### config.mk
export PLATFORM = sky130hd
export DESIGN_NAME = byte_serializer
export DESIGN_NICKNAME = d
export VERILOG_FILES = /design/src/rtl/byte_serializer.sv
export SDC_FILE = /design/constraint.sdc
export NUM_CORES = 1
export LEC_CHECK = 0
export ABC_CLOCK_PERIOD_IN_PS = 1700
export CORE_MARGIN = 8
export CORE_UTILIZATION = 25
export DETAILED_ROUTE_END_ITERATION = 8
export PLACE_DENSITY = 0.55
export SYNTH_ARGS = -nofsm -noshare
export SYNTH_HDL_FRONTEND = slang
export SYNTH_SLANG_ARGS = --single-unit
### constraint.sdc
create_clock -name clk -period 1.7 [get_ports clk]
set_input_delay 0.34 -clock clk [delete_from_list [all_inputs] [get_ports clk]]
set_output_delay 0.34 -clock clk [all_outputs]
set_load 0.1 [all_outputs]
### src/rtl/byte_serializer.sv
// MSB-first word serializer with an upstream release handshake and a frame counter.
// Optional even-parity trailer bit is built when SERIALIZER_PARITY_EN is defined.
module byte_serializer #(
   parameter int unsigned FIFO_WIDTH = 8
) (
   input  logic                  clk,
   input  logic                  rst,
   input  logic [FIFO_WIDTH-1:0] data_i,
   input  logic                  data_rd,
   input  logic                  shift_en,
   output logic                  data_use,
   output logic                  ser_o,
   output logic                  ser_valid,
   output logic                  ser_last,
   output logic                  busy,
   output logic [7:0]            frame_cnt
);

   localparam int unsigned W     = FIFO_WIDTH;
   localparam int unsigned CNT_W = (W > 2) ? $clog2(W) : 1;
   localparam logic [CNT_W-1:0] LAST_BIT = CNT_W'(W - 1);

   typedef enum logic [1:0] {
      IDLE   = 2'd0,
      SHIFT  = 2'd1,
      PARITY = 2'd2
   } state_e;

   state_e           state_q, state_d;
   logic [W-1:0]     sreg_q, sreg_d;
   logic [CNT_W-1:0] cnt_q, cnt_d;
   logic [7:0]       frame_cnt_q, frame_cnt_d;
   logic             data_use_q, data_use_d;
   logic             ser_o_q, ser_o_d;
   logic             ser_valid_q, ser_valid_d;
   logic             ser_last_q, ser_last_d;
   logic             busy_q, busy_d;
`ifdef SERIALIZER_PARITY_EN
   logic             par_q, par_d;
`endif

   // Next-state, datapath and registered-output computation
   always_comb begin
      state_d     = state_q;
      sreg_d      = sreg_q;
      cnt_d       = cnt_q;
      frame_cnt_d = frame_cnt_q;
      data_use_d  = 1'b0;
`ifdef SERIALIZER_PARITY_EN
      par_d       = par_q;
`endif

      case (state_q)
         IDLE: begin
            if (data_rd) begin
               sreg_d     = data_i;
               cnt_d      = '0;
               data_use_d = 1'b1;
               state_d    = SHIFT;
`ifdef SERIALIZER_PARITY_EN
               par_d      = ^data_i;
`endif
            end
         end
         SHIFT: begin
            if (shift_en) begin
               sreg_d = {sreg_q[W-2:0], 1'b0};
               cnt_d  = cnt_q + CNT_W'(1);
               if (cnt_q == LAST_BIT) begin
`ifdef SERIALIZER_PARITY_EN
                  state_d = PARITY;
`else
                  state_d     = IDLE;
                  frame_cnt_d = frame_cnt_q + 8'd1;
`endif
               end
            end
         end
`ifdef SERIALIZER_PARITY_EN
         PARITY: begin
            if (shift_en) begin
               state_d     = IDLE;
               frame_cnt_d = frame_cnt_q + 8'd1;
            end
         end
`endif
         default: state_d = IDLE;
      endcase

      // Outputs are registered from next-state so they line up with the state they describe
      busy_d      = (state_d != IDLE);
      ser_valid_d = (state_d != IDLE);
      ser_o_d     = (state_d == SHIFT) && sreg_d[W-1];
      ser_last_d  = (state_d == SHIFT) && (cnt_d == LAST_BIT);
`ifdef SERIALIZER_PARITY_EN
      ser_o_d     = ser_o_d || ((state_d == PARITY) && par_d);
      ser_last_d  = (state_d == PARITY);
`endif
   end

   always_ff @(posedge clk or posedge rst) begin
      if (rst) begin
         state_q     <= IDLE;
         sreg_q      <= '0;
         cnt_q       <= '0;
         frame_cnt_q <= '0;
         data_use_q  <= 1'b0;
         ser_o_q     <= 1'b0;
         ser_valid_q <= 1'b0;
         ser_last_q  <= 1'b0;
         busy_q      <= 1'b0;
`ifdef SERIALIZER_PARITY_EN
         par_q       <= 1'b0;
`endif
      end else begin
         state_q     <= state_d;
         sreg_q      <= sreg_d;
         cnt_q       <= cnt_d;
         frame_cnt_q <= frame_cnt_d;
         data_use_q  <= data_use_d;
         ser_o_q     <= ser_o_d;
         ser_valid_q <= ser_valid_d;
         ser_last_q  <= ser_last_d;
         busy_q      <= busy_d;
`ifdef SERIALIZER_PARITY_EN
         par_q       <= par_d;
`endif
      end
   end

   assign data_use  = data_use_q;
   assign ser_o     = ser_o_q;
   assign ser_valid = ser_valid_q;
   assign ser_last  = ser_last_q;
   assign busy      = busy_q;
   assign frame_cnt = frame_cnt_q;

endmodule
==> out/results.txt <==
Critical path type = reg -> reg
Compound-Gate Fraction of Synth Area = 14.1%
Number of vias in the routed layout = 841
Distinct cell type count of the synthesized netlist = 33
Number of diodes added for antenna fixing = 0
Fin. max-slew vios = 0
Dominant cells by area after synthesis = sky130_fd_sc_hd__dfrtp_1 (53%), sky130_fd_sc_hd__xnor2_1 (5.9%), sky130_fd_sc_hd__a22o_1 (5.2%), sky130_fd_sc_hd__a21o_1 (3.8%), sky130_fd_sc_hd__ha_1 (3.2%)
CTS tree = done
Maximum resistive drop on vdd = 0.000262 V
DRC Markers = 0
Area share of xor/xnor cells in the synthesized design = 5.89%
Share of layout cells above drive strength 1 = 21.4%
Detailed Route WL = 2410 um
Number of nets produced by synthesis = 115
DRT antenna net count = 0
Mapped Cells = 100
Clock-pin slew on the worst setup and hold paths = 80 ps
Pre-antenna DRT Iters = 4
Final instance area = 1680 um2
Initial standard-cell utilization of the core = 25.5%
Total of flip-flops plus latches after synthesis = 25
Top flip-flop cell by instance count after synthesis = sky130_fd_sc_hd__dfrtp_1
Worst setup EP type = flop
Worst-path maximum fanout = 4
Die area = 7220 um2
Vias per Instance = 4.67
Nets = 142
Routability congestion estimate = 0.744
Outcome = finished, final reports clean
Multiplexer share of the synthesized area = 0%
Critical Path Source Type = flop
CP arrival = 1690 ps
Switching share of power = 27.0%
Detailed router's first-iteration violation count = 40
P per Cell Area = 771 nW/um2
Post-route setup TNS = 0 ps
Synthesized area per cell = 11.9 um2
Max Buffers Root-to-Sink = 2
Worst hold path class = in -> async
Total of buffers placed on input and output ports = 24
TritonCTS buffer count = 3
End of the worst register-to-register path = ser_last
Vertical die dimension = 85.0 um
Power share of the clock group = 25.9%
Clock root buffer master = sky130_fd_sc_hd__clkbuf_8
Number of placement rows = 25
Worst-case reg-to-reg path depth = 5
Unrepaired setup endpoints after global routing = false
Post-CTS setup-driven buffer insertion count = 0
Netlist Area Pre-Place = 1190 um2
Synth warnings = 0
Post-route clock period utilization = 91.6%
Post-synthesis adder-cell area fraction = 3.16%
Avg WL per Cell = 13.4 um
Combinational group share of total power = 19.2%
Insertion delay of the later-clocked pin in the worst-skew pair = 260 ps
Detailed Place HPWL = 1920 um
Internal power = 943 uW
Largest net degree at the start of global routing = 26
Yosys top cell by area = sky130_fd_sc_hd__dfrtp_1
Commonest cells in the netlist = sky130_fd_sc_hd__dfrtp_1 (25), sky130_fd_sc_hd__xnor2_1 (8), sky130_fd_sc_hd__a22o_1 (7), sky130_fd_sc_hd__nand2_1 (7)
Portion of the post-synthesis area used by sequential elements = 52.6%
Inst Count DP = 176
Width of the die = 85.0 um
Total gr overflow = 0
Clock tree sinks = 25
Fin util = 35.9%
Asr flop ratio synth = 100%
Maximum achievable frequency = 642 MHz
Library cell with the highest instance count after synthesis = sky130_fd_sc_hd__dfrtp_1
Total of max-cap violations = 0
Clock period minus final worst setup slack = 1560 ps
R2R setup slack = 140 ps
Lkg Pwr = 0.000787 uW
Global-route total usage across every layer = 6.97%
I/O Pins = 25
Sequential group share of total power = 54.9%
Final count of hold timing violations = 0
Number of enable-type register cells in the synthesized netlist = 0
Post-route non-filler standard cell count = 180
Number of setup violations in the final report = 0
Share of the synthesized area in the top cell type = 52.6%
Required time at the endpoint of the critical path = 1840 ps
Cell area after placement = 1620 um2
First-pass GRT wire length = 4170 um
Area share of and/or/nand/nor cells after synthesis = 19.1%
Reg-to-reg critical path startpoint = cnt_q[0]
Core Footprint = 4660 um2
# hold bufs at CTS = 0
Net Sw Power = 348 uW
Number of antenna violations at the first check in global routing = 0
Fill cells = 457
Worst clock skew = 2.67 ps
Number of H-tree branching levels = 1
Number of global-route vias before repair = 902
Syn-to-layout area delta = 40.9%
Largest family of logic cells by synthesized area = simple AND/OR/NAND/NOR gates
-- per-stage QoR --
step                setup slack (ps)  hold slack [ps]  total power, uW
detailed placement             -96.8              473              969
finish                           142              414             1290
global placement               -53.0              461              954
CTS                             62.9              425             1310
global route                    6.91              449             1360
floorplan                       27.8              367              869
-- layout make-up --
type                            count  area [um2]  share of cell area, %
Timing Repair Buffer               27         405                   24.2
Inverter                            3        11.3                  0.672
Multi-Input combinational cell     67         518                   30.9
Clock buffer                        4        45.0                   2.69
Tap cell                           54        67.6                   4.03
Sequential cell                    25         628                   37.5
-- repair_timing --
| action | 4_1_cts | 5_1_grt |
|---|---|---|
| endpoints found under the hold margin | 0 | 0 |
| resized for setup | 0 | 3 |
| setup endpoints to repair | 0 | 2 |
-- power groups by stage --
stage / sequential (uW) / clock [uW] / combinational, uW
after floorplan: 734 / 0 / 135
after global placement: 717 / 0 / 237
after detailed placement: 719 / 0 / 250
after CTS: 708 / 350 / 249
after global routing: 718 / 379 / 269
final: 708 / 335 / 248
-- per-layer routing --
metal | track usage [%] | vias up | wire [um]
met5 | 0 | - | 0
met4 | 1.94 | 0 | 13
met1 | 7.74 | 407 | 1030
met3 | 2.80 | 2 | 202
li1 | - | 414 | -
met2 | 11.9 | 18 | 1160
-- flip-flops by register name, indices dropped and copies added, names as in the netlist --
register,cells
frame_cnt,8
sreg_q,8
cnt_q,3
state_q,2
busy,1
data_use,1
ser_last,1
ser_o,1
-- worst max-delay path, stage by stage, from the launching register on --
cell and delay [ps]:
sky130_fd_sc_hd__dfrtp_1 430, sky130_fd_sc_hd__ha_1 220, sky130_fd_sc_hd__ha_1 270, sky130_fd_sc_hd__and2b_1 170
sky130_fd_sc_hd__a221oi_2 270, sky130_fd_sc_hd__a311oi_1 70
-- cells by family (layout without fill, tap and decap cells) --
family | count (synthesis) | in the layout
other | 1 | 1
AO/OA/AOI/OAI | 20 | 20
adder cells (fa/ha/maj) | 3 | 3
AND/OR/NAND/NOR | 35 | 35
XOR/XNOR | 8 | 8
flip-flops | 25 | 25
buffers and inverters | 8 | 34
-- cell usage in the layout (no fill, tap or decap), types with 2 or more instances in the layout --
master,n
sky130_fd_sc_hd__a21o_1,6
sky130_fd_sc_hd__a22o_1,7
sky130_fd_sc_hd__and3_1,2
sky130_fd_sc_hd__and3b_1,2
sky130_fd_sc_hd__and4_1,2
sky130_fd_sc_hd__buf_12,14
sky130_fd_sc_hd__buf_4,2
sky130_fd_sc_hd__clkbuf_8,3
sky130_fd_sc_hd__clkdlybuf4s50_1,11
sky130_fd_sc_hd__dfrtp_1,23
sky130_fd_sc_hd__dfrtp_2,2
sky130_fd_sc_hd__ha_1,3
sky130_fd_sc_hd__inv_1,3
sky130_fd_sc_hd__nand2_1,7
sky130_fd_sc_hd__nand3_1,6
sky130_fd_sc_hd__nand4_1,2
sky130_fd_sc_hd__nor2_1,4
sky130_fd_sc_hd__nor2b_1,2
sky130_fd_sc_hd__xnor2_1,8
-- worst max path at each step --
stage / from / end / slack [ps] / cells past startpoint
detailed placement: shift_en / sreg_q[0] / -100 / 4
floorplan: frame_cnt[3] / frame_cnt[5] / 30 / 3
CTS: cnt_q[0] / ser_last / 60 / 5
finish: cnt_q[0] / ser_last / 140 / 5
global route: cnt_q[0] / ser_last / 7 / 5
global placement: shift_en / sreg_q[0] / -50 / 4
No activity file was read; power rests on OpenSTA's default activity.
